===== src/rtl/uart_tx_scheduler_if.sv =====
// Producer-side bundle for uart_tx_scheduler: request/data/grant handshake,
// bit-period strobe and the serial line with its status.
interface uart_tx_scheduler_if #(
    parameter int NUM_REQ = 4,
    parameter int DATA_W  = 8,
    parameter int ID_W    = $clog2(NUM_REQ)
);
    logic                      baud_tick;
    logic [NUM_REQ-1:0]        req;
    logic [NUM_REQ*DATA_W-1:0] data;
    logic [NUM_REQ-1:0]        gnt;
    logic                      busy;
    logic [ID_W-1:0]           active_id;
    logic                      tx;

    modport master (
        output baud_tick, req, data,
        input  gnt, busy, active_id, tx
    );

    modport slave (
        input  baud_tick, req, data,
        output gnt, busy, active_id, tx
    );
endinterface


===== src/rtl/uart_tx_scheduler.sv =====
// Round-robin arbiter in front of a single UART transmitter: grants one
// requester per frame and serialises start, LSB-first data and stop bits.
module uart_tx_scheduler #(
    parameter int NUM_REQ   = 4,
    parameter int DATA_W    = 8,
    parameter int STOP_BITS = 1,
    parameter int ID_W      = $clog2(NUM_REQ)
) (
    input logic                clk,
    input logic                rst,
    uart_tx_scheduler_if.slave bus
);
    localparam int BW = $clog2(DATA_W);
    localparam int SW = (STOP_BITS > 1) ? $clog2(STOP_BITS) : 1;

    typedef enum logic [2:0] {IDLE, LOAD, START, DATA, STOP} state_t;

    state_t             state_q, state_d;
    logic               tx_q, tx_d;
    logic               busy_q, busy_d;
    logic [NUM_REQ-1:0] gnt_q, gnt_d;
    logic [ID_W-1:0]    active_id_q, active_id_d;
    logic [ID_W-1:0]    rr_ptr_q, rr_ptr_d;
    logic [DATA_W-1:0]  shreg_q, shreg_d;
    logic [BW-1:0]      bitcnt_q, bitcnt_d;
    logic [SW-1:0]      stopcnt_q, stopcnt_d;

    logic               found;
    logic [ID_W-1:0]    sel_id;
    logic [ID_W:0]      cand;

    // First requester at or after rr_ptr, wrapping at NUM_REQ (not 2**ID_W).
    always_comb begin
        found  = 1'b0;
        sel_id = '0;
        cand   = '0;
        for (int unsigned k = 0; k < NUM_REQ; k++) begin
            cand = {1'b0, rr_ptr_q} + (ID_W+1)'(k);
            if (cand >= (ID_W+1)'(NUM_REQ)) begin
                cand = cand - (ID_W+1)'(NUM_REQ);
            end
            if (!found && bus.req[cand[ID_W-1:0]]) begin
                found  = 1'b1;
                sel_id = cand[ID_W-1:0];
            end
        end
    end

    always_comb begin
        state_d     = state_q;
        tx_d        = tx_q;
        gnt_d       = '0;
        active_id_d = active_id_q;
        rr_ptr_d    = rr_ptr_q;
        shreg_d     = shreg_q;
        bitcnt_d    = bitcnt_q;
        stopcnt_d   = stopcnt_q;
        case (state_q)
            IDLE: begin
                tx_d = 1'b1;
                if (found) begin
                    gnt_d       = NUM_REQ'(1) << sel_id;
                    shreg_d     = bus.data[sel_id*DATA_W +: DATA_W];
                    active_id_d = sel_id;
                    rr_ptr_d    = (sel_id == ID_W'(NUM_REQ-1)) ? '0 : sel_id + ID_W'(1);
                    state_d     = LOAD;
                end
            end
            LOAD: begin
                if (bus.baud_tick) begin
                    tx_d    = 1'b0;
                    state_d = START;
                end
            end
            START: begin
                if (bus.baud_tick) begin
                    tx_d     = shreg_q[0];
                    shreg_d  = shreg_q >> 1;
                    bitcnt_d = '0;
                    state_d  = DATA;
                end
            end
            DATA: begin
                if (bus.baud_tick) begin
                    if (bitcnt_q == BW'(DATA_W-1)) begin
                        tx_d      = 1'b1;
                        stopcnt_d = '0;
                        state_d   = STOP;
                    end else begin
                        tx_d     = shreg_q[0];
                        shreg_d  = shreg_q >> 1;
                        bitcnt_d = bitcnt_q + BW'(1);
                    end
                end
            end
            STOP: begin
                if (bus.baud_tick) begin
                    if (stopcnt_q == SW'(STOP_BITS-1)) begin
                        state_d = IDLE;
                    end else begin
                        stopcnt_d = stopcnt_q + SW'(1);
                    end
                end
            end
            default: state_d = IDLE;
        endcase
        busy_d = (state_d != IDLE);
    end

    always_ff @(posedge clk) begin
        if (rst) begin
            state_q     <= IDLE;
            tx_q        <= 1'b1;
            busy_q      <= 1'b0;
            gnt_q       <= '0;
            active_id_q <= '0;
            rr_ptr_q    <= '0;
            shreg_q     <= '0;
            bitcnt_q    <= '0;
            stopcnt_q   <= '0;
        end else begin
            state_q     <= state_d;
            tx_q        <= tx_d;
            busy_q      <= busy_d;
            gnt_q       <= gnt_d;
            active_id_q <= active_id_d;
            rr_ptr_q    <= rr_ptr_d;
            shreg_q     <= shreg_d;
            bitcnt_q    <= bitcnt_d;
            stopcnt_q   <= stopcnt_d;
        end
    end

    assign bus.tx        = tx_q;
    assign bus.busy      = busy_q;
    assign bus.gnt       = gnt_q;
    assign bus.active_id = active_id_q;
endmodule


===== src/flat_wrapper.sv =====
// flat-port wrapper written by rule: the top's interface ports become plain ports
module uart_tx_scheduler_flat 
#(
    parameter int NUM_REQ   = 4,
    parameter int DATA_W    = 8,
    parameter int STOP_BITS = 1,
    parameter int ID_W      = $clog2(NUM_REQ)
)
  (clk, rst, bus_baud_tick, bus_req, bus_data, bus_gnt, bus_busy, bus_active_id, bus_tx);
  uart_tx_scheduler_if #(.NUM_REQ(NUM_REQ), .DATA_W(DATA_W), .ID_W(ID_W)) bus_i ();
  input logic clk;
  input logic rst;
  input wire logic [$bits(bus_i.baud_tick)-1:0] bus_baud_tick;
  input wire logic [$bits(bus_i.req)-1:0] bus_req;
  input wire logic [$bits(bus_i.data)-1:0] bus_data;
  output wire logic [$bits(bus_i.gnt)-1:0] bus_gnt;
  output wire logic [$bits(bus_i.busy)-1:0] bus_busy;
  output wire logic [$bits(bus_i.active_id)-1:0] bus_active_id;
  output wire logic [$bits(bus_i.tx)-1:0] bus_tx;
  assign bus_i.baud_tick = bus_baud_tick;
  assign bus_i.req = bus_req;
  assign bus_i.data = bus_data;
  assign bus_gnt = bus_i.gnt;
  assign bus_busy = bus_i.busy;
  assign bus_active_id = bus_i.active_id;
  assign bus_tx = bus_i.tx;
  uart_tx_scheduler #(.NUM_REQ(NUM_REQ), .DATA_W(DATA_W), .STOP_BITS(STOP_BITS), .ID_W(ID_W)) u_core (.clk(clk), .rst(rst), .bus(bus_i));
endmodule

===== config.mk =====
export PLATFORM = sky130hd
export DESIGN_NAME = uart_tx_scheduler_flat
export DESIGN_NICKNAME = d
export VERILOG_FILES = /design/src/rtl/uart_tx_scheduler_if.sv /design/src/rtl/uart_tx_scheduler.sv /design/src/flat_wrapper.sv
export SDC_FILE = /design/constraint.sdc
export NUM_CORES = 1
export LEC_CHECK = 0
export ABC_AREA = 0
export CAP_MARGIN = 20
export CORE_MARGIN = 2
export CORE_UTILIZATION = 40
export CTS_CLUSTER_SIZE = 14
export DETAILED_ROUTE_END_ITERATION = 10
export PLACE_DENSITY = 0.68
export SYNTH_ARGS = -nofsm -noshare
export SYNTH_HDL_FRONTEND = slang
export SYNTH_SLANG_ARGS = --single-unit
export TNS_END_PERCENT = 1

===== constraint.sdc =====
create_clock -name clk -period 5.4 [get_ports clk]
set_input_delay 1.35 -clock clk [delete_from_list [all_inputs] [get_ports clk]]
set_output_delay 1.35 -clock clk [all_outputs]
set_load 0.1 [all_outputs]

==> impl_metrics.env, run 1 <==
export IMPL_syn_area_um2=1650
export IMPL_clock_skew_ns=0.00178
export IMPL_drt_iter0_markers=120
export IMPL_slew_headroom_pct=35.0
export IMPL_grt_use_total_pct=17.0
export IMPL_min_period_ns=3.19
export IMPL_via_per_inst=5.40
export IMPL_cellLeakagePower_nw=0.852
export IMPL_insertion_delay_ns=0.26
export IMPL_root_buffer="clkbuf_8"
export IMPL_final_setup_viol_count=0
export IMPL_hold_viol_final=0
export IMPL_tightest_slew_ns=0.972
export IMPL_clkTransAtPathRegs_ns=0.08
export IMPL_maxCapViolCount=0
export IMPL_reg2reg_slack_ns=3.30
export IMPL_cp_slowest_cell="o22a_1"
export IMPL_synth_commonest_cells="a21oi_1 (28), dfxtp_1 (24), nand2_1 (12)"
export IMPL_cts_tree="done"
export IMPL_hold_end="u_core.bitcnt_q[2]$_SDFFE_PP0P_"
export IMPL_routed_wl_um=3590
export IMPL_syn2layout_area_growth_pct=29.0
export IMPL_die_h_um=68.3
export IMPL_port_buffers=46
export IMPL_cts_buffers=3
export IMPL_nets=278
export IMPL_synthArstFlopShare_pct=0
export IMPL_synth_edf_count=0
export IMPL_grt_pass1_wl_um=6150
export IMPL_slew_viol_final=0
export IMPL_dp_slack_ns=1.91
export IMPL_grt_max_degree=22
export IMPL_critPathArrivalTime_ns=3.35
export IMPL_clockBufferDepth=2
export IMPL_clock_sinks=24
export IMPL_run_status="complete, no violations"
export IMPL_gr_total_overflow=0
export IMPL_synth_area_leaders="dfxtp_1 (29%), a21oi_1 (8.5%), mux2i_1 (6.1%)"
export IMPL_setup_ws_ns=2.21
export IMPL_fmax_ghz=0.313
export IMPL_ys_seq_elements=24
export IMPL_wire_per_inst_um=12.6
export IMPL_cp_end_kind="flip-flop"
export IMPL_gp_congestion=0.855
export IMPL_finalCritPeriodShare_pct=59.1
export IMPL_rr_startpoint="u_core.bitcnt_q[0]$_SDFFE_PP0P_"
export IMPL_syn_nets=243
export IMPL_synth_flop_cell="dfxtp_1"
export IMPL_rr_worst_depth=7
export IMPL_cts_resized=0
export IMPL_die_area_um2=4670
export IMPL_crit_type="input pin to flip-flop"
export IMPL_start_kind="input pin"
export IMPL_critPathMaxStageDelay_ns=0.51
export IMPL_nFillCells=397
export IMPL_io_pins=47
export IMPL_syn_inst=202
export IMPL_cts_setup_buffers=0
export IMPL_syn_avg_cell_area_um2=8.19
export IMPL_post_route_cells_drive_above_1_share_pct=6.36
export IMPL_antenna_found_initial=0
export IMPL_core_area_um2=4000
export IMPL_netlist_cell_type_count=49
export IMPL_hold_buffers=0
export IMPL_rows=23
export IMPL_hold_start="u_core.bitcnt_q[2]$_SDFFE_PP0P_"
export IMPL_r2r_end="u_core.shreg_q[4]$_SDFFE_PP0P_"
export IMPL_worstPathMaxFanout=19
export IMPL_yosys_area_top_type_share_pct=29.0
export IMPL_dr_pass1_iters=4
export IMPL_initial_core_util_pct=41.4
export IMPL_ant_nets=0
export IMPL_total_power_mw=0.570
export IMPL_yosys_warnings=0
export IMPL_vias=1543
export IMPL_rsz0062_at_grt="no"
export IMPL_path_cells="clkdlybuf4s50_1 > mux2i_1 > o22a_1 > nand2_4 > mux2_1 > a211o_1"
export IMPL_synth_most_common_cell="a21oi_1"
export IMPL_drc=0
export IMPL_synth_area_leader_cell="dfxtp_1"
export IMPL_dp_hpwl_um=2810
export IMPL_powerDensity_nw_per_um2=267
export IMPL_fin_tns_setup_ns=0
export IMPL_antenna_cells=0
export IMPL_vdd_ir_drop_max_mv=0.109
export IMPL_yosysSeqAreaShare_pct=29.0
export IMPL_grt_pass1_vias=1384
export IMPL_whs_path_depth=2
export IMPL_htreeDepth=1
export IMPL_die_w_um=68.3
export IMPL_worstPathRequired_ns=5.56
export IMPL_hold_path_class="flip-flop to flip-flop"
## layout make-up
type | instances | area, um^2 | area share [%]
multi-input cells | 151 | 1030 | 48.3
flip-flops and latches | 24 | 480 | 22.5
repair buffers | 47 | 468 | 21.9
well taps | 50 | 62.6 | 2.93
clock buffers | 4 | 55.1 | 2.58
inverters | 10 | 37.5 | 1.76
## cell families (layout without fill, tap and decap cells)
kind of cell | Yosys count | in the layout | synth area share (%)
xor+xnor | 1 | 1 | 0.530
simple gates | 64 | 64 | 22.5
compound gates | 73 | 73 | 30.9
mux | 11 | 11 | 6.73
flops | 24 | 24 | 29.0
fa+ha+maj | 2 | 2 | 1.51
buf+inv | 27 | 61 | 8.70
## state kept, by name, indices dropped and copies added, names as in the netlist
signal                count
u_core.rr_ptr_q           2
u_core.bus.active_id      2
u_core.state_q            3
u_core.bitcnt_q           3
u_core.bus.busy           1
u_core.bus.gnt            4
u_core.shreg_q            8
u_core.bus.tx             1
## per-layer routing
layer	part of all wire [%]	vias up	GRT usage (%)
li1	-	805	-
met1	50	693	23.7
met2	44	41	26.3
met3	4.9	4	2.80
met4	1.4	0	6.25
met5	0	-	0
## critical path, delay by kind of cell
kind	cells	cell delay, ns
buf+inv	1	0.47
simple gates	1	0.21
compound gates	2	0.79
mux	2	0.52
## worst max-delay path by stage
stage,from,to,cells after the start
finish,bus_req[2],u_core.shreg_q[7]$_SDFFE_PP0P_,6
global route,bus_req[2],u_core.shreg_q[7]$_SDFFE_PP0P_,6
CTS,bus_req[2],u_core.shreg_q[7]$_SDFFE_PP0P_,6
detailed placement,bus_req[2],u_core.shreg_q[7]$_SDFFE_PP0P_,6
global placement,bus_req[2],u_core.shreg_q[7]$_SDFFE_PP0P_,6
floorplan,bus_req[1],u_core.shreg_q[0]$_SDFFE_PP0P_,6
## cells in the final DEF, fill, tap and decap left out, drive strengths merged, types with 2 or more instances in the layout
cell type      synthesis  final
or3                    8      8
clkbuf                 7      4
o21ai                  3      3
o311ai                 7      7
a21o                   9      9
nor2                  12     12
and2                   4      4
o211ai                 7      7
ha                     2      2
nor2b                  2      2
a21oi                 28     28
inv                   10     10
nor3                   3      3
a21boi                 8      8
mux2i                 10     10
and3                   7      7
dfxtp                 24     24
nand4                  2      2
a211oi                 3      3
clkdlybuf4s50          0     46
nand2                 14     14
nand3                  2      2
nand2b                 4      4
## where the power goes
| part | switching (mW) | total, mW | internal (mW) | leakage (nW) |
|---|---|---|---|---|
| registers | 0.0145 | 0.213 | 0.199 | 0.197 |
| clock network | 0.0558 | 0.121 | 0.0650 | 0.0288 |
| logic | 0.138 | 0.236 | 0.0974 | 0.626 |
| total | 0.208 | 0.570 | 0.361 | 0.852 |
## metrics by stage
step	utilization (%)	area (um^2)	instances	hold WS, ns
6_report	53.3	2130	286	0.463
5_1_grt	53.3	2130	286	0.487
4_1_cts	53.3	2130	286	0.463
3_5_place_dp	52.0	2080	282	0.450
3_3_place_gp	52.0	2080	282	0.445
2_1_floorplan	-	1650	202	0.436
No activity file was read; power rests on OpenSTA's default activity.
==> run 2, diff against run 1 <==
clock period = 3.1 ns   (was 5.4 ns; I/O delays follow)
==> run 2 against run 1 <==
  * Power rose by 75%
  * Critical path depth did not move
  * Clock power up 74%
  * Via count down 0.13%
  * Cell count up 1.7%
  * Largest power group unchanged
  * Clock skew is essentially flat
  * Global-route usage is 1.1 points higher
  * Worst setup slack lost 1.5 ns
  * Sequential power rose by 75%
  * First-iteration DRC count grew 25%
  * Non-clock buffer count is 5 higher
==> impl_metrics.env, run 2 (synthesis results as in run 1) <==
export IMPL_nFillCells=386
export IMPL_hold_start="u_core.bitcnt_q[1]$_SDFFE_PP0P_"
export IMPL_syn2layout_area_growth_pct=30.0
export IMPL_drc=0
export IMPL_core_area_um2=4000
export IMPL_slew_headroom_pct=71.3
export IMPL_clock_skew_ns=0.00181
export IMPL_post_route_util_pct=53.8
export IMPL_antenna_found_initial=0
export IMPL_die_h_um=68.3
export IMPL_m1WireLength_um=1800
export IMPL_dr_wl_met2_um=1660
export IMPL_vdd_ir_drop_max_mv=0.172
export IMPL_startpoint="bus_req[1]"
export IMPL_clock_sinks=24
export IMPL_grt_pass1_vias=1495
export IMPL_maxCapViolCount=0
export IMPL_grt_max_degree=19
export IMPL_cp_end_kind="flip-flop"
export IMPL_dr_pass1_iters=4
export IMPL_insertion_delay_ns=0.26
export IMPL_port_buffers=46
export IMPL_rr_startpoint="u_core.bitcnt_q[0]$_SDFFE_PP0P_"
export IMPL_highest_layer="met4"
export IMPL_multiInputGateArea_um2=1030
export IMPL_root_buffer="clkbuf_8"
export IMPL_seqCellArea_um2=480
export IMPL_mostFrequentLayoutCells="clkdlybuf4s50_1 (38), a21oi_1 (28), dfxtp_1 (24)"
export IMPL_final_common_cell="clkdlybuf4s50_1"
export IMPL_grt_use_total_pct=18.2
export IMPL_cts_tree="done"
export IMPL_hold_buffers=0
export IMPL_clockBufferDepth=2
export IMPL_crit_type="input pin to flip-flop"
export IMPL_via_per_inst=5.30
export IMPL_drt_iter0_markers=150
export IMPL_total_power_mw=0.999
export IMPL_routed_wl_um=3630
export IMPL_ant_nets=0
export IMPL_largest_register_ff_count=8
export IMPL_cellLeakagePower_nw=0.888
export IMPL_powerDensity_nw_per_um2=465
export IMPL_fmax_ghz=0.412
export IMPL_slew_viol_final=0
export IMPL_setup_ws_ns=0.672
export IMPL_finalCritPeriodShare_pct=78.3
export IMPL_nets=283
export IMPL_worstPathRequired_ns=3.24
export IMPL_cts_resized=0
export IMPL_grt_pass1_wl_um=6530
export IMPL_clkTransAtPathRegs_ns=0.08
export IMPL_rr_worst_depth=7
export IMPL_hold_path_class="flip-flop to flip-flop"
export IMPL_worstPathMaxFanout=14
export IMPL_die_w_um=68.3
export IMPL_dp_slack_ns=0.396
export IMPL_rsz0062_at_grt="no"
export IMPL_tightest_slew_ns=0.429
export IMPL_post_route_cells_drive_above_1_share_pct=11.6
export IMPL_antenna_cells=0
export IMPL_critPathArrivalTime_ns=2.57
export IMPL_top_register="u_core.shreg_q"
export IMPL_io_pins=47
export IMPL_gp_congestion=0.803
export IMPL_final_setup_viol_count=0
export IMPL_cts_setup_buffers=0
export IMPL_fin_tns_setup_ns=0
export IMPL_run_status="complete, no violations"
export IMPL_gr_total_overflow=0
export IMPL_reg2reg_slack_ns=1.03
export IMPL_die_area_um2=4670
export IMPL_whs_path_depth=2
export IMPL_hold_viol_final=0
export IMPL_start_kind="input pin"
export IMPL_rows=23
export IMPL_initial_core_util_pct=41.4
export IMPL_wire_per_inst_um=12.5
export IMPL_htreeDepth=1
export IMPL_cts_buffers=3
export IMPL_min_period_ns=2.43
export IMPL_vias=1541
export IMPL_dp_hpwl_um=2900
export IMPL_met3RoutedLength_um=139
[run 2: layer usage]
metal  GRT usage [%]  vias to the layer above
li1                -                      815
met1            24.5                      691
met2            28.8                       33
met3            3.13                        2
met4            7.00                        0
met5               0                        -
[run 2: where the power goes]
part	switching (mW)	leakage, nW	internal [mW]
logic	0.242	0.662	0.176
clock network	0.0964	0.0288	0.113
registers	0.0252	0.197	0.347
[run 2: final cells by class]
type,count,share of cell area [%]
Multi-Input combinational cell,151,47.9
Timing Repair Buffer,52,22.6
Sequential cell,24,22.3
Tap cell,50,2.91
Clock buffer,4,2.56
Inverter,10,1.75
[run 2: critical path: stages]
cell and delay (ns):
clkdlybuf4s50_1 0.46, or4_4 0.60, a22oi_4 0.38, a21oi_1 0.13
o211ai_1 0.11, o311ai_1 0.12
[run 2: worst paths after layout]
check	to
hold reg to reg	u_core.bitcnt_q[1]$_SDFFE_PP0P_
setup reg to reg	u_core.shreg_q[6]$_SDFFE_PP0P_
hold / removal	u_core.bitcnt_q[1]$_SDFFE_PP0P_
setup / recovery	u_core.shreg_q[1]$_SDFFE_PP0P_
[run 2: through the flow]
step	cells	area [um^2]	hold slack, ns
finish	291	2150	0.460
global route	291	2150	0.503
CTS	291	2150	0.462
detailed placement	287	2100	0.450
global placement	287	2100	0.445
floorplan	202	1650	0.436
